### src/rtl/proj_minhash_sketch_pkg.sv
`default_nettype none
// ============================================================================
// Module   : proj_minhash_sketch_pkg
// Purpose  : Shared constants and types for the MinHash sketch block:
//            default geometry, nucleotide codes, FSM state and record type.
// Ports    : none (package)
// Revision : 1.0  initial release
// ============================================================================
package proj_minhash_sketch_pkg;

  localparam int                MH_K           = 16;
  localparam int                MH_DATA_BITS   = 8;
  localparam int                MH_HASH_BITS   = 16;
  localparam logic [2*MH_K-1:0] MH_HASH_MULT   = 32'h9E3779B1;
  localparam int                MH_SEGMENT_LEN = 64;
  localparam int                MH_POS_BITS    = $clog2(MH_SEGMENT_LEN);

  localparam logic [1:0] NT_A = 2'd0;
  localparam logic [1:0] NT_C = 2'd1;
  localparam logic [1:0] NT_G = 2'd2;
  localparam logic [1:0] NT_T = 2'd3;

  typedef enum logic [0:0] {
    MH_IDLE  = 1'b0,
    MH_ACCUM = 1'b1
  } mh_state_t;

  typedef struct packed {
    logic [MH_HASH_BITS-1:0] hash;
    logic [MH_POS_BITS-1:0]  pos;
    logic [MH_POS_BITS:0]    count;
    logic                    empty;
  } mh_sketch_t;

endpackage
`default_nettype wire

### src/rtl/proj_minhash_sketch_if.sv
`default_nettype none
// ============================================================================
// Module   : proj_minhash_sketch_if
// Purpose  : Streaming k-mer input and sketch-record output bundle.
// Ports    : in_valid/in_kmer/in_last   k-mer window stream (no backpressure)
//            out_valid                  one-cycle record strobe
//            out_min_hash/out_min_pos/out_count/out_empty  record fields
//            modport master drives the stream, modport slave is the sketcher.
// Revision : 1.0  initial release
// ============================================================================
interface proj_minhash_sketch_if
  import proj_minhash_sketch_pkg::*;
#(
  parameter int K         = MH_K,
  parameter int DATA_BITS = MH_DATA_BITS,
  parameter int HASH_BITS = MH_HASH_BITS,
  parameter int POS_BITS  = MH_POS_BITS
) ();

  logic                   in_valid;
  logic [K*DATA_BITS-1:0] in_kmer;
  logic                   in_last;
  logic                   out_valid;
  logic [HASH_BITS-1:0]   out_min_hash;
  logic [POS_BITS-1:0]    out_min_pos;
  logic [POS_BITS:0]      out_count;
  logic                   out_empty;

  modport master (
    output in_valid, in_kmer, in_last,
    input  out_valid, out_min_hash, out_min_pos, out_count, out_empty
  );

  modport slave (
    input  in_valid, in_kmer, in_last,
    output out_valid, out_min_hash, out_min_pos, out_count, out_empty
  );

endinterface
`default_nettype wire

### src/rtl/proj_minhash_encode.sv
`default_nettype none
// ============================================================================
// Module   : proj_minhash_encode
// Purpose  : Combinational ASCII nucleotide to 2-bit code (case-insensitive).
// Ports    : byte_i  genome byte
//            code_o  2-bit nucleotide code (A=0 C=1 G=2 T=3)
//            bad_o   byte is not one of ACGT/acgt
// Revision : 1.0  initial release
// ============================================================================
module proj_minhash_encode
  import proj_minhash_sketch_pkg::*;
#(
  parameter int DATA_BITS = MH_DATA_BITS
) (
  input  logic [DATA_BITS-1:0] byte_i,
  output logic [1:0]           code_o,
  output logic                 bad_o
);

  localparam logic [DATA_BITS-1:0] c_UA = DATA_BITS'(8'h41);
  localparam logic [DATA_BITS-1:0] c_UC = DATA_BITS'(8'h43);
  localparam logic [DATA_BITS-1:0] c_UG = DATA_BITS'(8'h47);
  localparam logic [DATA_BITS-1:0] c_UT = DATA_BITS'(8'h54);
  localparam logic [DATA_BITS-1:0] c_LA = DATA_BITS'(8'h61);
  localparam logic [DATA_BITS-1:0] c_LC = DATA_BITS'(8'h63);
  localparam logic [DATA_BITS-1:0] c_LG = DATA_BITS'(8'h67);
  localparam logic [DATA_BITS-1:0] c_LT = DATA_BITS'(8'h74);

  always_comb begin
    code_o = NT_A;
    bad_o  = 1'b0;
    case (byte_i)
      c_UA, c_LA: code_o = NT_A;
      c_UC, c_LC: code_o = NT_C;
      c_UG, c_LG: code_o = NT_G;
      c_UT, c_LT: code_o = NT_T;
      default:    bad_o  = 1'b1;
    endcase
  end

endmodule
`default_nettype wire

### src/rtl/proj_minhash_sketch.sv
`default_nettype none
// ============================================================================
// Module   : proj_minhash_sketch
// Purpose  : Streaming MinHash sketcher. Each beat is one K-byte k-mer; it is
//            2-bit encoded (S1), multiplicatively hashed (S2), and the minimum
//            hash over a segment is tracked (S3). One record per segment.
// Ports    : clk    clock
//            rst_n  synchronous active-low reset
//            bus    proj_minhash_sketch_if.slave (stream in, record out)
// Revision : 1.0  initial release
// ============================================================================
module proj_minhash_sketch
  import proj_minhash_sketch_pkg::*;
#(
  parameter int               K           = MH_K,
  parameter int               DATA_BITS   = MH_DATA_BITS,
  parameter int               HASH_BITS   = MH_HASH_BITS,
  parameter logic [2*K-1:0]   HASH_MULT   = MH_HASH_MULT,
  parameter int               SEGMENT_LEN = MH_SEGMENT_LEN,
  parameter int               POS_BITS    = $clog2(SEGMENT_LEN)
) (
  input  logic                  clk,
  input  logic                  rst_n,
  proj_minhash_sketch_if.slave  bus
);

  localparam int                CNT_W     = POS_BITS + 1;
  localparam logic [CNT_W-1:0]  c_SEG_LEN = CNT_W'(SEGMENT_LEN);

  // ---------------- S1: encode ----------------
  logic [2*K-1:0] w_code;
  logic [K-1:0]   w_bad;

  for (genvar gi = 0; gi < K; gi++) begin : g_enc
    proj_minhash_encode #(.DATA_BITS(DATA_BITS)) u_enc (
      .byte_i (bus.in_kmer[gi*DATA_BITS +: DATA_BITS]),
      .code_o (w_code[2*gi +: 2]),
      .bad_o  (w_bad[gi])
    );
  end

  logic [2*K-1:0] s1_code_q;
  logic           s1_bad_q, s1_last_q, s1_valid_q;

  always_ff @(posedge clk) begin
    if (!rst_n) begin
      s1_code_q  <= '0;
      s1_bad_q   <= 1'b0;
      s1_last_q  <= 1'b0;
      s1_valid_q <= 1'b0;
    end else begin
      s1_code_q  <= w_code;
      s1_bad_q   <= |w_bad;
      s1_last_q  <= bus.in_last & bus.in_valid;
      s1_valid_q <= bus.in_valid;
    end
  end

  // ---------------- S2: hash ----------------
  // Product is kept at 2K bits (mod 2^2K); the hash is its top HASH_BITS.
  logic [2*K-1:0]       w_prod;
  logic [HASH_BITS-1:0] w_hash;
  assign w_prod = s1_code_q * HASH_MULT;
  assign w_hash = w_prod[2*K-1 -: HASH_BITS];

  if (HASH_BITS < 2*K) begin : g_prod_low
    logic w_unused_prod_low;
    assign w_unused_prod_low = ^w_prod[2*K-HASH_BITS-1:0];
  end

  logic [HASH_BITS-1:0] s2_hash_q;
  logic                 s2_bad_q, s2_last_q, s2_valid_q;

  always_ff @(posedge clk) begin
    if (!rst_n) begin
      s2_hash_q  <= '0;
      s2_bad_q   <= 1'b0;
      s2_last_q  <= 1'b0;
      s2_valid_q <= 1'b0;
    end else begin
      s2_hash_q  <= w_hash;
      s2_bad_q   <= s1_bad_q;
      s2_last_q  <= s1_last_q;
      s2_valid_q <= s1_valid_q;
    end
  end

  // ---------------- S3: min tracker FSM ----------------
  mh_state_t            state_q, state_d;
  logic [CNT_W-1:0]     cnt_q, cnt_d;
  logic [HASH_BITS-1:0] min_q, min_d;
  logic [POS_BITS-1:0]  pos_q, pos_d;
  logic                 seen_q, seen_d;
  logic                 close_d;
  logic [CNT_W-1:0]     w_cnt_inc;

  assign w_cnt_inc = cnt_q + CNT_W'(1);

  always_comb begin
    state_d = state_q;
    cnt_d   = cnt_q;
    min_d   = min_q;
    pos_d   = pos_q;
    seen_d  = seen_q;
    close_d = 1'b0;
    case (state_q)
      MH_IDLE: begin
        if (s2_valid_q) begin
          cnt_d   = CNT_W'(1);
          min_d   = s2_bad_q ? '1 : s2_hash_q;
          pos_d   = '0;
          seen_d  = !s2_bad_q;
          close_d = s2_last_q;
          state_d = s2_last_q ? MH_IDLE : MH_ACCUM;
        end
      end
      MH_ACCUM: begin
        if (s2_valid_q) begin
          // Strict '<' keeps the earliest position on ties.
          if (!s2_bad_q && (!seen_q || (s2_hash_q < min_q))) begin
            min_d  = s2_hash_q;
            pos_d  = cnt_q[POS_BITS-1:0];
            seen_d = 1'b1;
          end
          cnt_d = w_cnt_inc;
          if (s2_last_q || (w_cnt_inc == c_SEG_LEN)) begin
            close_d = 1'b1;
            state_d = MH_IDLE;
          end
        end
      end
      default: state_d = MH_IDLE;
    endcase
  end

  logic                 out_valid_q, out_empty_q;
  logic [HASH_BITS-1:0] out_hash_q;
  logic [POS_BITS-1:0]  out_pos_q;
  logic [CNT_W-1:0]     out_count_q;

  always_ff @(posedge clk) begin
    if (!rst_n) begin
      state_q     <= MH_IDLE;
      cnt_q       <= '0;
      min_q       <= '1;
      pos_q       <= '0;
      seen_q      <= 1'b0;
      out_valid_q <= 1'b0;
      out_hash_q  <= '1;
      out_pos_q   <= '0;
      out_count_q <= '0;
      out_empty_q <= 1'b0;
    end else begin
      state_q     <= state_d;
      cnt_q       <= cnt_d;
      min_q       <= min_d;
      pos_q       <= pos_d;
      seen_q      <= seen_d;
      out_valid_q <= close_d;
      // Record fields hold their value until the next segment closes.
      if (close_d) begin
        out_hash_q  <= min_d;
        out_pos_q   <= pos_d;
        out_count_q <= cnt_d;
        out_empty_q <= !seen_d;
      end
    end
  end

  assign bus.out_valid    = out_valid_q;
  assign bus.out_min_hash = out_hash_q;
  assign bus.out_min_pos  = out_pos_q;
  assign bus.out_count    = out_count_q;
  assign bus.out_empty    = out_empty_q;

endmodule
`default_nettype wire

### src/flat_wrapper.sv
// flat-port wrapper written by rule: the top's interface ports become plain ports
module proj_minhash_sketch_flat import proj_minhash_sketch_pkg::*;
#(
  parameter int               K           = MH_K,
  parameter int               DATA_BITS   = MH_DATA_BITS,
  parameter int               HASH_BITS   = MH_HASH_BITS,
  parameter logic [2*K-1:0]   HASH_MULT   = MH_HASH_MULT,
  parameter int               SEGMENT_LEN = MH_SEGMENT_LEN,
  parameter int               POS_BITS    = $clog2(SEGMENT_LEN)
)
  (clk, rst_n, bus_in_valid, bus_in_kmer, bus_in_last, bus_out_valid, bus_out_min_hash, bus_out_min_pos, bus_out_count, bus_out_empty);
  proj_minhash_sketch_if #(.K(K), .DATA_BITS(DATA_BITS), .HASH_BITS(HASH_BITS), .POS_BITS(POS_BITS)) bus_i ();
  input  logic clk;
  input  logic rst_n;
  input wire logic [$bits(bus_i.in_valid)-1:0] bus_in_valid;
  input wire logic [$bits(bus_i.in_kmer)-1:0] bus_in_kmer;
  input wire logic [$bits(bus_i.in_last)-1:0] bus_in_last;
  output wire logic [$bits(bus_i.out_valid)-1:0] bus_out_valid;
  output wire logic [$bits(bus_i.out_min_hash)-1:0] bus_out_min_hash;
  output wire logic [$bits(bus_i.out_min_pos)-1:0] bus_out_min_pos;
  output wire logic [$bits(bus_i.out_count)-1:0] bus_out_count;
  output wire logic [$bits(bus_i.out_empty)-1:0] bus_out_empty;
  assign bus_i.in_valid = bus_in_valid;
  assign bus_i.in_kmer = bus_in_kmer;
  assign bus_i.in_last = bus_in_last;
  assign bus_out_valid = bus_i.out_valid;
  assign bus_out_min_hash = bus_i.out_min_hash;
  assign bus_out_min_pos = bus_i.out_min_pos;
  assign bus_out_count = bus_i.out_count;
  assign bus_out_empty = bus_i.out_empty;
  proj_minhash_sketch #(.K(K), .DATA_BITS(DATA_BITS), .HASH_BITS(HASH_BITS), .HASH_MULT(HASH_MULT), .SEGMENT_LEN(SEGMENT_LEN), .POS_BITS(POS_BITS)) u_core (.clk(clk), .rst_n(rst_n), .bus(bus_i));
endmodule
### config.mk
export PLATFORM = sky130hd
export DESIGN_NAME = proj_minhash_sketch_flat
export DESIGN_NICKNAME = d
export VERILOG_FILES = /design/src/rtl/proj_minhash_sketch_pkg.sv /design/src/rtl/proj_minhash_sketch_if.sv /design/src/rtl/proj_minhash_encode.sv /design/src/rtl/proj_minhash_sketch.sv /design/src/flat_wrapper.sv
export SDC_FILE = /design/constraint.sdc
export NUM_CORES = 1
export LEC_CHECK = 0
export ABC_AREA = 1
export CAP_MARGIN = 20
export CORE_UTILIZATION = 35
export CTS_BUF_LIST = sky130_fd_sc_hd__clkbuf_16
export DETAILED_ROUTE_END_ITERATION = 10
export HOLD_SLACK_MARGIN = 0.15
export PLACE_DENSITY_LB_ADDON = 0.1
export RECOVER_POWER = 50
export SETUP_SLACK_MARGIN = 0.02
export SLEW_MARGIN = 5
export SYNTH_ARGS = -nofsm -noshare
export SYNTH_HDL_FRONTEND = slang
export SYNTH_SLANG_ARGS = --single-unit
### constraint.sdc
create_clock -name clk -period 7.05 [get_ports clk]
set_input_delay 0.705 -clock clk [delete_from_list [all_inputs] [get_ports clk]]
set_output_delay 0.705 -clock clk [all_outputs]
set_load 0.05 [all_outputs]
After elaboration in Yosys (flattened, before gate mapping)

Cells that the tools add are included.

Register bits after elaboration: 116
Output and inout port bits: 31
Memory bits (writable): 0
Latch bits: 0
Logic and storage cells: 280
Memories: 0
ROM bits: 0
Bits of input ports: 132

Mux-type cells: 57
Reduce and logical (&&, ||, !) cells: 71
$lt $le $gt $ge: 1
Multiply operators: 1
Shift operators: 0
Equal/unequal tests: 129
Bitwise gates (word level): 2
Div/mod/pow operators: 0
Add/sub/neg operators: 1

Operators with widths:

| cell                                                | count |
|---|---|
| equality test 8 x 7 -> 1 bit, second input constant | 128 |
| OR reduction 8 bit                                  | 16 |
| case mux 2 bit (3 select lines)                     | 16 |
| OR reduction 2 bit                                  | 48 |
| 2-to-1 mux 16 bit                                   | 4 |
| multiplier 32 x 32 -> 32 bit, second input constant | 1 |
| case mux 16 bit (2 select lines)                    | 1 |
| 2-to-1 mux 1 bit                                    | 26 |
| 2-to-1 mux 6 bit                                    | 3 |
| < comparator 16 bit                                 | 1 |
| OR reduction 16 bit                                 | 1 |
| 2-to-1 mux 7 bit                                    | 2 |
| case mux 7 bit (2 select lines)                     | 1 |
| case mux 6 bit (2 select lines)                     | 1 |
| adder 7 x 1 -> 7 bit, second input constant         | 1 |
| equality test 7 bit, second input constant          | 1 |
| case mux 1 bit (2 select lines)                     | 3 |
| zero test 1 bit                                     | 3 |
| logical OR 1 bit                                    | 2 |
| bitwise AND 1 bit                                   | 1 |
| logical AND 1 bit                                   | 1 |
| NOT 1 bit                                           | 1 |

Longest topological paths before layout

Depth in word-level cells: 7
Depth in mapped cells: 32
Depth with buffers taken out: 32

By module

A second synthesis with hierarchy kept.

Cell total of the unflattened synthesis: 2,010
Area total of the unflattened synthesis: 15,165.8 µm²

By module, submodules not included:

| module              | cells each | sequential area each (µm²) | area an instance (µm²) | instances |
|---|---|---|---|---|
| proj_minhash_sketch | 1,706      | 2,322.2                    | 13,904.6               | 1 |
| proj_minhash_encode | 19         | 0.0                        | 78.8                   | 16 |

Worst setup path after synthesis

No wires, ideal clock.

Path kind: register -> register
From: register u_core.s1_code_q[4]
To: register u_core.s2_hash_q[10]
Library setup time: 113 ps
Required time: 6,937 ps
Data arrival time: 5,931 ps
Slack: 1,006 ps
Period minus slack after synthesis: 6,044 ps
Stages on the path, launching flop included: 25
Buffers on the path: 0
Cells stage by stage: dfxtp_1 inv_1 fa_1 inv_1 fa_1 fa_1 inv_1 fa_1 inv_1 fa_1 inv_1 fa_1 inv_1 fa_1 fa_1 ha_1 nand2_1 nor4_1 nand2_1 nand2_1 a21boi_0 o21ai_0 nand2_1 nand2_1 nor2_1

Longest elaborated chain between the ends: 1

Ends and longest elaborated chain:

| what                         | line                      | text |
|---|---|---|
| start: declaration           | proj_minhash_sketch.sv:42 | `logic [2*K-1:0] s1_code_q;` |
| start signal: assignment     | proj_minhash_sketch.sv:52 | `s1_code_q <= w_code;` |
| multiplier 32 x 32 -> 32 bit | proj_minhash_sketch.sv:63 | `assign w_prod = s1_code_q * HASH_MULT;` |
| end signal: assignment       | proj_minhash_sketch.sv:81 | `s2_hash_q <= w_hash;` |
| end: declaration             | proj_minhash_sketch.sv:71 | `logic [HASH_BITS-1:0] s2_hash_q;` |

Every way passes these cells.
A chain may end at the register's enable or synchronous reset.

Worst setup path after layout

Same ends and word-level chain as after synthesis.

==> results.md <==
- Max-cap viol count: 1
- Count of state elements after synthesis: 116
- Gate Count Post-Synth: between 1500 and 2000
- Die Span Y: 207 microns
- Worst slew pin tran: 2.29 ns
- Synth warn: 0
- Crit Path Category: register to register
- Max transition margin: -52.9%
- CTS max path bufs: 2
- Arrival time worst endpoint: about 6.7 ns
- VDD IR max: approximately 0.00012 V
- Tot GR Track Use: between 10% and 20%
- Vias per cell: 4.65
- Die W: between 200 and 250 microns
- Antenna viol nets, final: 0
- Reg area: 2320 sq um
- Vias in the first global route: 12600
- Post-Syn Area: 14700 sq um
- Drt pass-1 iters: 5
- Delay of the slowest cell on the worst path: 0.53 ns
- CP Max Fanout: 7
- CP Capture Type: register
- Area of the multi-input gates: 10500 sq um
- Post-CTS setup repair buffer count: 0
- TritonCTS clock tree: done
- Total wire length: ~40000 microns
- Status: complete, but fails checks
- # setup viols final: 0
- RSZ-0062 raised after global routing: false
- Cts repair resizes: 0
- Main synth FF type: dfxtp_1
- Clock root cell: clkbuf_16
- First-pass GRT wire length: 65200 microns
- Fill count: 4165
- Final Net Count: 2560
- Hold crit path type: register to register
- Initial Util: between 30% and 40%
- FP Rows: 74
- Total power: between 0.0015 and 0.002 W
- Routed WL per cell: ~16 microns
- Critical path launch point type: register
- Synth unique cells: 46
- Period utilization: 90.6%
- Critical Path Most Common Cell: fa_1
- Failing checks: max-capacitance violations, max-slew violations
- Drt drc: 0
- Synthesized Nets: 2390
- # H-tree levels: 4
- Crit path cell chain: inv_1 > fa_1 > inv_1 > fa_1 > fa_1 > inv_1 > fa_1 > inv_1 > fa_1 > inv_1 > fa_1 > inv_1 > fa_1 > fa_1 > ha_1 > nand2_1 > nor4_1 > nand2_1 > nand2_1 > a21boi_0 > o21ai_0 > nand2_1 > nand2_1 > nor2_1
- Post-route setup TNS: 0 ns
- CTS buffer count: 17
- Async SR Flop Fraction: 0%
- Clk Latency, worst-skew pair: 0.45 ns
- Hold_buf cts: 0
- Critical Path RT: 7.38 ns
- Tmin final: approximately 6.4 ns
- Largest net degree at the start of global routing: 40
- Critical path's top delay family: adder cells
- Power Density: 109 nW/um^2
- Dpl hpwl: 34100 microns
- Leakage: about 9.4 nW
- Slowest library cell on the worst path: fa_1
- Gr ovfl total: 0
- Seq/Total Area, Yosys: approximately 16%
- Layout cell share with drive strength beyond 1: 3.78%
- Synth Area per Inst: roughly 8.0 sq um
- P&R area growth vs syn: 19.3%
- Max Slew Vio Count: 40
- Antenna violations before repair: 0
- DIE AREA: 43000 sq um
- Max Freq: 0.157 GHz
- I/O Buffers: 154
- Core Box Area: 41200 sq um
- Via Count: 11900
- Buffers plus inverters on the worst setup path: 6
- Final RePlAce weighted congestion: 0.873
- Final hold violation count: 0
- IO Pins: 163
- EDFF count, synth: 0
- Clock sink total: 116
- Initial DRC count: 439
- Clk_skew: 0.0168 ns
- Clock Pin Slew Worst Setup and Hold Paths: 0.06 ns
- Diodes inserted: 0
[area by class of cell]
cell class,count,area share [%]
well taps,532,3.78
repair buffers,177,9.67
inverters,471,10.1
clock inverters,14,0.932
clock buffers,17,2.42
multi-input cells,1241,59.9
flip-flops and latches,116,13.2
[report_power, final]
group / leakage [nW] / switching (W) / internal (W)
sequential: 0.941 / 0.0000154 / 0.000674
combinational: 8.16 / 0.000176 / 0.000148
clock: 0.286 / 0.000352 / 0.000551
total: 9.39 / 0.000544 / 0.00137
[per-stage QoR]
| step | utilization, % | cell area (sq um) | instances | setup WS, ns | hold slack (ns) |
|---|---|---|---|---|---|
| after CTS | 42.7 | 17600 | 2568 | 0.675 | 0.411 |
| after global placement | 41.3 | 17000 | 2537 | 0.742 | 0.401 |
| after global routing | 42.7 | 17600 | 2568 | 0.191 | 0.443 |
| after detailed placement | 41.3 | 17000 | 2537 | 0.715 | 0.397 |
| after floorplan | - | 14700 | 1854 | 1.01 | 0.390 |
| final | 42.7 | 17600 | 2568 | 0.661 | 0.409 |
[sequential cells by signal, indices dropped and copies added, names as in the netlist, 6 cells and up]
register / cells
u_core.cnt_q: 7
u_core.s1_code_q: 32
u_core.min_q: 16
u_core.bus.out_count: 7
u_core.s2_hash_q: 16
u_core.bus.out_min_pos: 6
u_core.pos_q: 6
u_core.bus.out_min_hash: 16
[Yosys cell counts, types with 2 or more instances]
cell type	n	area share [%]
o21ai_2	5	0.30
inv_2	3	0.076
nor2_1	169	4.3
nand3b_1	5	0.25
clkbuf_1	17	0.43
o221ai_1	17	1.0
o21ai_0	39	1.3
clkinv_1	2	0.051
o2111ai_1	2	0.12
ha_1	201	17
xnor2_1	6	0.36
nand4_1	24	1.0
nand2_2	3	0.13
or2_2	5	0.21
nand3_1	70	2.4
a211oi_1	3	0.15
buf_6	2	0.15
inv_1	465	12
and3_1	2	0.085
o21a_1	9	0.46
a21o_1	5	0.25
o21bai_1	2	0.10
nor3b_1	8	0.41
a21oi_1	100	3.4
buf_1	4	0.10
nand2_1	296	7.5
o22ai_1	2	0.085
fa_1	203	28
a31oi_1	3	0.13
o211ai_1	2	0.10
o41ai_1	4	0.24
nor4_1	8	0.34
xor2_1	8	0.48
buf_2	3	0.10
nor2_2	6	0.25
nor3_1	26	0.88
dfxtp_1	116	16
[metal layers]
| metal | wire length [microns] | track usage [%] | share of wire, % |
|---|---|---|---|
| met1 | 18000 | 24.2 | 45 |
| met2 | 20000 | 34.9 | 50 |
| met3 | 1330 | 3.21 | 3.3 |
| met4 | 804 | 6.07 | 2.0 |
| met5 | 0 | 0 | 0 |
[worst paths after layout]
kind / from / to / slack, ns / cells past startpoint
worst max-delay path: u_core.s1_code_q[4] / u_core.s2_hash_q[10] / 0.66 / 24
worst min-delay path: u_core.s1_valid_q / u_core.s2_valid_q / 0.41 / 2
worst max register to register: u_core.s1_code_q[4] / u_core.s2_hash_q[10] / 0.66 / 24
worst min register to register: u_core.s1_valid_q / u_core.s2_valid_q / 0.41 / 2
[cell usage in the layout (no fill, tap or decap), types with 21 or more instances in the layout]
| cell type | instances |
|---|---|
| a21oi_1 | 100 |
| buf_4 | 21 |
| clkdlybuf4s50_1 | 123 |
| dfxtp_1 | 116 |
| dlygate4sd3_1 | 30 |
| fa_1 | 203 |
| ha_1 | 201 |
| inv_1 | 467 |
| nand2_1 | 296 |
| nand3_1 | 70 |
| nand4_1 | 24 |
| nor2_1 | 169 |
| nor3_1 | 26 |
| o21ai_0 | 39 |
[tightest hold or removal path, stage by stage, from the launching register on]
cell	delay, ns
dfxtp_1	0.30
nand2_1	0.04
inv_1	0.04
[kinds of logic (layout without fill, tap and decap cells)]
logic type / Yosys count / in the layout / synth area share, %
AOI/OAI and AO/OA: 196 / 196 / 7.83
xor gates and xnor gates: 14 / 14 / 0.831
adders and majority gates: 404 / 404 / 44.6
buffers and inverters: 497 / 679 / 12.8
DFF: 116 / 116 / 15.7
and+or+nand+nor: 627 / 627 / 18.2
Power figures use the tool's default switching activity.
